`src/rtl/midi_voice_allocator.sv`:
```
// midi_voice_allocator
// Polyphonic voice scheduler between the MIDI UART framer and the voice bank.
// Each framed MIDI event is taken over a valid/ack handshake. The block then
// decides which voice plays the note. It drives that voice's gate, note number
// and tone frequency. When every voice is busy it steals the least-recently
// triggered voice. A gated voice is always retriggered through a gate-low gap
// so its envelope restarts cleanly.
//
// Optional feature macro: MIDI_ALLOC_SUSTAIN_PEDAL_EN
//   When defined, controller 0x40 (sustain pedal) is honoured. While the pedal
//   is down, note-offs are deferred. Releasing the pedal gates off every
//   deferred voice.
//
// Tone frequency: for note n, octave o = n/12 and semitone k = n%12. The value
// is base[k] >> (10-o), where base[k] = round(4 * f(120+k)) and
// f(m) = 440 * 2^((m-69)/12). This is the note frequency in quarter-Hz, with
// lower octaves obtained by shifting the top-octave value.
//
// Ports
//   clk               system clock
//   rst_n             asynchronous active-low reset
//   midi_event_valid  framed MIDI event available
//   midi_command      status byte (channel nibble ignored, omni)
//   midi_parameter_1  note number / controller number
//   midi_parameter_2  velocity / controller value
//   midi_event_ack    one-cycle event acknowledge
//   voice_gate        per-voice gate
//   voice_note        note of voice i at [7i+6:7i]
//   voice_frequency   tone frequency of voice i at [16i+15:16i]
//   busy              high whenever the scheduler is not idle
module midi_voice_allocator #(
    parameter int NUM_VOICES      = 4,
    parameter int GATE_LOW_CYCLES = 32
) (
    input  logic                     clk,
    input  logic                     rst_n,
    input  logic                     midi_event_valid,
    input  logic [7:0]               midi_command,
    input  logic [6:0]               midi_parameter_1,
    input  logic [6:0]               midi_parameter_2,
    output logic                     midi_event_ack,
    output logic [NUM_VOICES-1:0]    voice_gate,
    output logic [7*NUM_VOICES-1:0]  voice_note,
    output logic [16*NUM_VOICES-1:0] voice_frequency,
    output logic                     busy
);
    localparam int AW = $clog2(NUM_VOICES);
    localparam int CW = $clog2(GATE_LOW_CYCLES + 1);
    localparam logic [AW-1:0] LAST_IDX = AW'(NUM_VOICES - 1);
    localparam logic [CW-1:0] GAP_LOAD = CW'(GATE_LOW_CYCLES);
    localparam logic [3:0] CMD_NOTE_OFF = 4'h8;
    localparam logic [3:0] CMD_NOTE_ON  = 4'h9;
    localparam logic [3:0] CMD_CC       = 4'hB;

    typedef enum logic [2:0] {IDLE, SCAN, DECIDE, RETRIG, APPLY, ACK} state_t;

    state_t          state_q;
    logic [3:0]      cmd_q;
    logic [6:0]      p1_q;
    logic [6:0]      p2_q;
    logic [AW-1:0]   scan_idx_q;
    logic [AW-1:0]   target_q;
    logic [AW-1:0]   target_d;
    logic            match_found_q;
    logic [AW-1:0]   match_idx_q;
    logic            free_found_q;
    logic [AW-1:0]   free_idx_q;
    logic [AW-1:0]   free_age_q;
    logic [AW-1:0]   oldest_idx_q;
    logic [CW-1:0]   cnt_q;
    logic            ack_q;
    logic            busy_q;
    logic [NUM_VOICES-1:0] gate_q;
    logic [6:0]      note_q [NUM_VOICES];
    logic [15:0]     freq_q [NUM_VOICES];
    logic [AW-1:0]   age_q  [NUM_VOICES];
    logic [15:0]     lookup_d;
`ifdef MIDI_ALLOC_SUSTAIN_PEDAL_EN
    logic [NUM_VOICES-1:0] sus_q;
    logic                  pedal_q;
`endif

    // Omni mode: the channel nibble is deliberately not used.
    logic unused_chan;
    assign unused_chan = ^midi_command[3:0];

    function automatic logic [15:0] tone_freq(input logic [6:0] note);
        logic [6:0]  octave;
        logic [6:0]  semi;
        logic [15:0] base;
        octave = note / 7'd12;
        semi   = note - octave * 7'd12;
        case (semi)
            7'd0:    base = 16'd33488;
            7'd1:    base = 16'd35479;
            7'd2:    base = 16'd37589;
            7'd3:    base = 16'd39824;
            7'd4:    base = 16'd42192;
            7'd5:    base = 16'd44701;
            7'd6:    base = 16'd47359;
            7'd7:    base = 16'd50175;
            7'd8:    base = 16'd53159;
            7'd9:    base = 16'd56320;
            7'd10:   base = 16'd59669;
            7'd11:   base = 16'd63217;
            default: base = 16'd0;
        endcase
        return base >> (7'd10 - octave);
    endfunction

    assign lookup_d = tone_freq(p1_q);

    // Target priority: same gated note, then the longest-idle free voice, then steal.
    always_comb begin
        target_d = oldest_idx_q;
        if (match_found_q) begin
            target_d = match_idx_q;
        end else if (free_found_q) begin
            target_d = free_idx_q;
        end
    end

    always_ff @(posedge clk or negedge rst_n) begin
        if (!rst_n) begin
            state_q       <= IDLE;
            cmd_q         <= '0;
            p1_q          <= '0;
            p2_q          <= '0;
            scan_idx_q    <= '0;
            target_q      <= '0;
            match_found_q <= 1'b0;
            match_idx_q   <= '0;
            free_found_q  <= 1'b0;
            free_idx_q    <= '0;
            free_age_q    <= '0;
            oldest_idx_q  <= '0;
            cnt_q         <= '0;
            ack_q         <= 1'b0;
            busy_q        <= 1'b0;
            gate_q        <= '0;
            for (int i = 0; i < NUM_VOICES; i++) begin
                note_q[i] <= '0;
                freq_q[i] <= '0;
                // Voice 0 starts as the oldest so it is allocated first.
                age_q[i]  <= AW'(NUM_VOICES - 1 - i);
            end
`ifdef MIDI_ALLOC_SUSTAIN_PEDAL_EN
            sus_q   <= '0;
            pedal_q <= 1'b0;
`endif
        end else begin
            case (state_q)
                IDLE: begin
                    if (midi_event_valid && !ack_q) begin
                        cmd_q         <= midi_command[7:4];
                        p1_q          <= midi_parameter_1;
                        p2_q          <= midi_parameter_2;
                        scan_idx_q    <= '0;
                        match_found_q <= 1'b0;
                        free_found_q  <= 1'b0;
                        busy_q        <= 1'b1;
                        state_q       <= SCAN;
                    end
                end
                SCAN: begin
                    if (gate_q[scan_idx_q] && note_q[scan_idx_q] == p1_q && !match_found_q) begin
                        match_found_q <= 1'b1;
                        match_idx_q   <= scan_idx_q;
                    end
                    if (!gate_q[scan_idx_q] &&
                        (!free_found_q || age_q[scan_idx_q] > free_age_q)) begin
                        free_found_q <= 1'b1;
                        free_idx_q   <= scan_idx_q;
                        free_age_q   <= age_q[scan_idx_q];
                    end
                    if (age_q[scan_idx_q] == LAST_IDX) begin
                        oldest_idx_q <= scan_idx_q;
                    end
                    scan_idx_q <= scan_idx_q + 1'b1;
                    if (scan_idx_q == LAST_IDX) begin
                        state_q <= DECIDE;
                    end
                end
                DECIDE: begin
                    state_q <= ACK;
                    ack_q   <= 1'b1;
                    if (cmd_q == CMD_NOTE_ON && p2_q != '0) begin
                        target_q <= target_d;
                        ack_q    <= 1'b0;
                        if (gate_q[target_d]) begin
                            gate_q[target_d] <= 1'b0;
                            cnt_q            <= GAP_LOAD;
                            state_q          <= RETRIG;
                        end else begin
                            state_q <= APPLY;
                        end
                    end else if (cmd_q == CMD_NOTE_OFF || cmd_q == CMD_NOTE_ON) begin
                        // Note and frequency stay put so the release phase keeps its pitch.
                        for (int i = 0; i < NUM_VOICES; i++) begin
                            if (gate_q[i] && note_q[i] == p1_q) begin
`ifdef MIDI_ALLOC_SUSTAIN_PEDAL_EN
                                if (pedal_q) begin
                                    sus_q[i] <= 1'b1;
                                end else begin
                                    gate_q[i] <= 1'b0;
                                end
`else
                                gate_q[i] <= 1'b0;
`endif
                            end
                        end
                    end else if (cmd_q == CMD_CC && p1_q == 7'h7B) begin
                        gate_q <= '0;
`ifdef MIDI_ALLOC_SUSTAIN_PEDAL_EN
                        sus_q  <= '0;
                    end else if (cmd_q == CMD_CC && p1_q == 7'h40) begin
                        pedal_q <= p2_q[6];
                        if (!p2_q[6]) begin
                            gate_q <= gate_q & ~sus_q;
                            sus_q  <= '0;
                        end
`endif
                    end
                end
                RETRIG: begin
                    cnt_q <= cnt_q - 1'b1;
                    if (cnt_q == CW'(1)) begin
                        state_q <= APPLY;
                    end
                end
                APPLY: begin
                    note_q[target_q] <= p1_q;
                    freq_q[target_q] <= lookup_d;
                    gate_q[target_q] <= 1'b1;
`ifdef MIDI_ALLOC_SUSTAIN_PEDAL_EN
                    sus_q[target_q]  <= 1'b0;
`endif
                    // Shift every younger voice back by one; ages stay a permutation.
                    for (int i = 0; i < NUM_VOICES; i++) begin
                        if (age_q[i] < age_q[target_q]) begin
                            age_q[i] <= age_q[i] + 1'b1;
                        end
                    end
                    age_q[target_q] <= '0;
                    ack_q   <= 1'b1;
                    state_q <= ACK;
                end
                ACK: begin
                    ack_q   <= 1'b0;
                    busy_q  <= 1'b0;
                    state_q <= IDLE;
                end
                default: begin
                    state_q <= IDLE;
                end
            endcase
        end
    end

    assign midi_event_ack = ack_q;
    assign busy           = busy_q;
    assign voice_gate     = gate_q;

    generate
        for (genvar gi = 0; gi < NUM_VOICES; gi++) begin : g_voice_out
            assign voice_note[7*gi +: 7]       = note_q[gi];
            assign voice_frequency[16*gi +: 16] = freq_q[gi];
        end
    endgenerate

endmodule

```
`config.mk`:
```
export PLATFORM = sky130hd
export DESIGN_NAME = midi_voice_allocator
export DESIGN_NICKNAME = d
export VERILOG_FILES = /design/src/rtl/midi_voice_allocator.sv
export SDC_FILE = /design/constraint.sdc
export NUM_CORES = 1
export LEC_CHECK = 0
export CAP_MARGIN = 20
export CORE_UTILIZATION = 50
export DETAILED_ROUTE_END_ITERATION = 8
export MAX_ROUTING_LAYER = met4
export PLACE_DENSITY = 0.73
export SLEW_MARGIN = 10
export SYNTH_ARGS = -nofsm -noshare
export SYNTH_HDL_FRONTEND = slang
export SYNTH_SLANG_ARGS = --single-unit
```
`constraint.sdc`:
```
create_clock -name clk -period 5.9 [get_ports clk]
set_input_delay 1.475 -clock clk [delete_from_list [all_inputs] [get_ports clk]]
set_output_delay 1.475 -clock clk [all_outputs]
set_load 0.05 [all_outputs]
```
======== Word-level counts from Yosys, hierarchy flattened ========
Memories as Yosys holds them, arrays and structs flattened.
Index checks and enable logic that the tools add are counted.
operators by class
  $add $sub $neg .......................... 8
  multiply operators ...................... 1
  divide/modulo/power cells ............... 1
  magnitude comparators ................... 13
  equality and inequality tests ........... 30
  shift-type cells ........................ 1
  muxes and demuxes ....................... 65
  bitwise operators ....................... 7
  reduce and logical (&&, ||, !) cells .... 42
operators by type and width
  cell                                                           count
  64-bit bitwise mux                                             1
  7-bit equality test                                            5
  16-bit demux with 2-bit select                                 1
  16-bit 2-to-1 mux                                              2
  2-bit 2-to-1 mux                                               16
  28-bit bitwise mux                                             1
  7-bit 2-to-1 mux                                               3
  4-bit != test, second input constant                           5
  4-bit 2-to-1 mux                                               4
  4-bit AND reduction                                            4
  16-bit by 7-bit >> shifter with 16-bit output                  1
  3-bit 2-to-1 mux                                               5
  3-bit one-hot mux with 5 select lines                          1
  7-bit binary-select mux with 2-bit select                      1
  7-bit demux with 2-bit select                                  1
  2-bit != test, second input constant                           7
  2-bit AND reduction                                            7
  1-bit logical AND                                              13
  1-bit 2-to-1 mux                                               13
  4-bit equality test, second input constant                     3
  6-bit 2-to-1 mux                                               2
  6-bit one-hot mux with 2 select lines                          1
  3-bit AND reduction                                            4
  2-bit by 1-bit adder with 2-bit output, second input constant  5
  other kinds (38)                                               62
word-level totals
  bits in registers ....................... 147
  bits in latches ......................... 0
  memory bits (writable) .................. 0
  ROM bits ................................ 256
  output and inout bits ................... 98
  logic and storage cells ................. 200
  memories ................................ 1
memory list
  memory            depth  width  rd ports  clocked after memory_dff  write ports  line  RTL
  (name not given)  16     16     1         0                         0            93    case (semi)

======== Depth between registers and ports, before layout ========
  depth in word-level cells ............... 11
  depth in mapped cells ................... 22
  mapped depth without buffers ............ 17

======== Worst setup path after synthesis ========
No wires, ideal clock.
  path kind ............................... register to register
  from .................................... register p1_q[6]
  to ...................................... register freq_q, in the netlist voice_frequency[20]
  setup time .............................. 0.083 ns
  arrival time ............................ 4.927 ns
  path slack .............................. 0.890 ns
  stages on the path, launching flop included .. 23
  path buffers ............................ 6
  cell sequence ........................... dfrtp_1 buf_4 xnor2_2 o22ai_1 or2_2 nor2_4 inv_1 buf_2 ha_1 clkbuf_1 inv_1 clkbuf_1 fa_1 a21o_1 a21oi_1 xnor2_1 a311oi_1 or4_1 buf_2 nand2b_4 buf_6 a2111o_1 a31oi_1
on the way
  cells in the longest elaborated chain, start to end .. 7
  elaborated cells between the ends (all ways) .. 9
  classes of those cells .................. 2 x add/sub; 1 x mul; 1 x div; 1 x shift; 2 x mux; 1 x reduce/logical; 1 x memory
ends and longest elaborated chain
  item                                                        line  RTL
  from (decl)                                                 59    logic [6:0] p1_q;
  from (signal assigned)                                      156   p1_q <= midi_parameter_1;
  7-bit by 4-bit divider with 7-bit output                    91    octave = note / 7'd12;
  7-bit by 2-bit multiplier with 5-bit output                 92    semi = note - octave * 7'd12;
  7-bit subtractor                                            92
  memory read 16 x 16 bit or 3-bit zero test (tied branches)  -
  16-bit 2-to-1 mux                                           93
  16-bit by 7-bit >> shifter with 16-bit output *             108   return base >> (7'd10 - octave);
  64-bit bitwise mux *                                        233   freq_q[target_q] <= lookup_d;
  to (signal, indexed assignment)                             233
  to (decl)                                                   75    logic [15:0] freq_q [NUM_VOICES];
Mark *: on every way between the ends. The rest lies on a longest branch, timed or not.
A chain may end at the register's enable or synchronous reset.

======== Final worst setup path ========
  from .................................... register p1_q[5]
  to ...................................... register freq_q, in the netlist voice_frequency[53]
The elaborated chain is that of the path after synthesis.

==> metrics.yaml <==
setup_path:
  slowest_delay_ns: 0.68
  crit_type: "reg2reg"
  critPathCaptureType: "flip-flop"
  path_buf_inv: 2
  crit_fanout: 12
  cp_slowest_cell: "o32ai_1"
  cp_cell_sequence: "or2b_2 -> o21ai_2 -> o31a_1 -> nor2_4 -> inv_1 -> ha_1 -> fa_1 -> inv_1 -> ha_1 -> a21o_1 -> a21oi_1 -> xnor2_1 -> a311oi_1 -> or4_1 -> nand2b_4 -> o32ai_1 -> mux2_2"
  required_ns: 6.27
  crit_path_start_kind: "flip-flop"
  cp.arrival_ns: 5.94
  critical-path-top-delay-family: "compound AO/OA/AOI/OAI gates"
sta:
  worstMarginPinSlew_ns: 1.07
  slew_violations: 0
  period_share: 0.943
  fin_crit_ns: 5.57
  tns_ns: 0
  slew_headroom: 0.282
  max_freq_ghz: 0.180
  hold_viol: 0
  grt_setup_unrepaired: "false"
  clock_skew_ns: 0.0107
  final-setup-viol-count: 0
status:
  outcome: "completed"
global_route:
  grt.total_usage: 0.288
  grt_pass1_vias: 7024
  grt_overflow: 0
  grt_pass1_wl_um: 38100
  antenna_found_initial: 0
  grt_max_degree: 101
cts:
  hold_buffers: 0
  h-tree-depth: 4
  cts_buffers: 17
  postCtsSetupRepairBufs: 0
  clock_sinks: 147
  cts_tree: "done"
  post_cts_resize_count: 0
  clock_path_buffers: 2
  path_clk_slew_ns: 0.07
  cts_root_buf: "clkbuf_16"
  clock_latency_ns: 0.43
run:
  drv_cap: 0
cells_and_area:
  area_growth_syn_to_layout_pct: 23.9
  num-nets-final: 1034
  antenna_cells: 0
  drive_gt1_frac: 0.149
yosys:
  yosys.area.top_type: "dfrtp_1"
  syn-num-nets: 931
  syn_area_per_cell_um2: 9.68
  synth-main-ff-cell: "dfrtp_1"
  syn_inst: 877
  ys_ff_latch: 147
  synth_top_area_share: 0.421
  yosys_warnings: 0
  syn_area_mm2: 0.00849
  synth-edff-count: 0
  ys_async_sr_fraction: 1.00
  synthTopCellsByArea: "dfrtp_1, mux2_2, nand2_1, o21ai_0, ha_1"
  ys_seq_area_frac: 0.434
  yosys.cell_types.count: 73
die:
  core_mm2: 0.0166
  ios: 123
  rows: 47
  die-area_mm2: 0.0175
  die_h_um: 132
  initial_core_util: 0.512
  die_x_um: 132
placed_design:
  hpwl_um: 16500
  port-buffer-count: 118
  place_congestion: 0.942
hold_path:
  holdCritPathClass: "reg2reg"
routing:
  drtAntennaViolNets: 0
  wl_per_cell_um: 19.4
  drt-initial-drc-count: 663
  vias: 7113
  remaining_drc_errors: 0
  viasPerCell: 5.86
  drtPass1Iterations: 5
  drt_wl_total_um: 23500
## stage by stage
stage,cells,hold WS [ns],utilization,worst slack (ns),area (µm²)
6_report,1213,0.479,0.635,0.334,10500
5_1_grt,1213,0.510,0.635,0.0475,10500
4_1_cts,1211,0.484,0.633,0.432,10500
3_5_place_dp,1179,0.469,0.595,0.491,9870
3_3_place_gp,1179,0.460,0.595,0.567,9870
2_1_floorplan,877,0.470,-,0.890,8490
## registers in the layout, summed over array words and instances (netlist names)
signal           count
scan_idx_q           2
voice_note          28
match_idx_q          2
match_found_q        1
free_found_q         1
p2_q                 7
busy                 1
oldest_idx_q         2
target_q             2
voice_gate           4
free_idx_q           2
free_age_q           2
cnt_q                6
midi_event_ack       1
voice_frequency     64
age_q                8
state_q              3
p1_q                 7
cmd_q                4
## path summary, 6_finish.rpt
kind / startpoint / endpoint / slack (ns) / cells after the start
setup / recovery: p1_q[5] / voice_frequency[53] / 0.33 / 17
hold / removal: voice_frequency[43] / voice_frequency[43] / 0.48 / 2
setup reg to reg: p1_q[5] / voice_frequency[53] / 0.33 / 17
hold reg to reg: voice_frequency[43] / voice_frequency[43] / 0.48 / 2
max in group asynchronous: rst_n / voice_frequency[51] / 3.55 / 2
min in group asynchronous: rst_n / cmd_q[3] / 1.13 / 1
## worst register-to-register path, stage by stage (launching register included)
cell and delay [ns]:
dfrtp_1 0.63, or2b_2 0.39, o21ai_2 0.23, o31a_1 0.55
nor2_4 0.14, inv_1 0.10, ha_1 0.30, fa_1 0.46
inv_1 0.07, ha_1 0.25, a21o_1 0.16, a21oi_1 0.17
xnor2_1 0.18, a311oi_1 0.11, or4_1 0.58, nand2b_4 0.24
o32ai_1 0.69, mux2_2 0.29
## logic make-up after synthesis
family | after synthesis | share of synthesized area
simple gates | 293 | 0.161
compound gates | 202 | 0.155
flops | 147 | 0.434
buf+inv | 82 | 0.0390
mux | 77 | 0.118
xor+xnor | 47 | 0.0494
fa+ha+maj | 29 | 0.0445
## routing by layer
layer	wire length (µm)	track usage
met1	10700	0.399
met2	10700	0.426
met3	1680	0.0654
met4	326	0.0779
met5	0	-
## cell usage in the layout, fill, tap and decap left out, types with 4 or more instances in the layout
cell type / synthesis / final
or2_2: 10 / 10
clkbuf_16: 0 / 17
buf_4: 3 / 18
clkdlybuf4s50_1: 0 / 117
nor2_1: 52 / 52
a21o_1: 6 / 6
nand2b_1: 7 / 7
nor4_1: 8 / 8
o21ai_0: 72 / 72
dfstp_2: 4 / 4
xnor2_1: 27 / 27
mux4_2: 13 / 13
nand3_1: 18 / 18
a21boi_0: 4 / 4
nor3_1: 19 / 17
a32oi_1: 4 / 4
a211oi_1: 8 / 8
nand4_1: 10 / 10
nand2_1: 133 / 133
or3_1: 5 / 5
mux2_2: 52 / 52
o21a_1: 5 / 5
inv_1: 27 / 27
inv_8: 0 / 4
o22ai_1: 7 / 7
clkinvlp_4: 0 / 4
mux2i_1: 12 / 12
a21oi_1: 27 / 27
a22o_1: 5 / 5
xor2_1: 19 / 19
o31ai_1: 11 / 11
and3_1: 4 / 4
a31oi_1: 16 / 16
ha_1: 27 / 27
nor2b_1: 10 / 10
dfrtp_1: 143 / 143
## cells in the mapped netlist, types with 10 or more instances
cell type / instances
dfrtp_1: 143
nand2_1: 133
o21ai_0: 72
mux2_2: 52
nor2_1: 52
clkbuf_1: 42
a21oi_1: 27
ha_1: 27
inv_1: 27
xnor2_1: 27
nor3_1: 19
xor2_1: 19
nand3_1: 18
a31oi_1: 16
mux4_2: 13
mux2i_1: 12
o31ai_1: 11
nand4_1: 10
nor2b_1: 10
or2_2: 10
## layout make-up
| class | instances | area, µm² |
|---|---|---|
| clock inverter | 14 | 191 |
| tap | 220 | 275 |
| timing repair buffer | 138 | 1340 |
| sequential | 147 | 3680 |
| fill | 1394 | 6060 |
| multi-input combinational | 648 | 4490 |
| inverter | 28 | 105 |
| clock buffer | 18 | 439 |
Power is left out: the tool's default activity adds up to more than one toggle a clock period on the data nets, which glitch-free logic cannot reach.
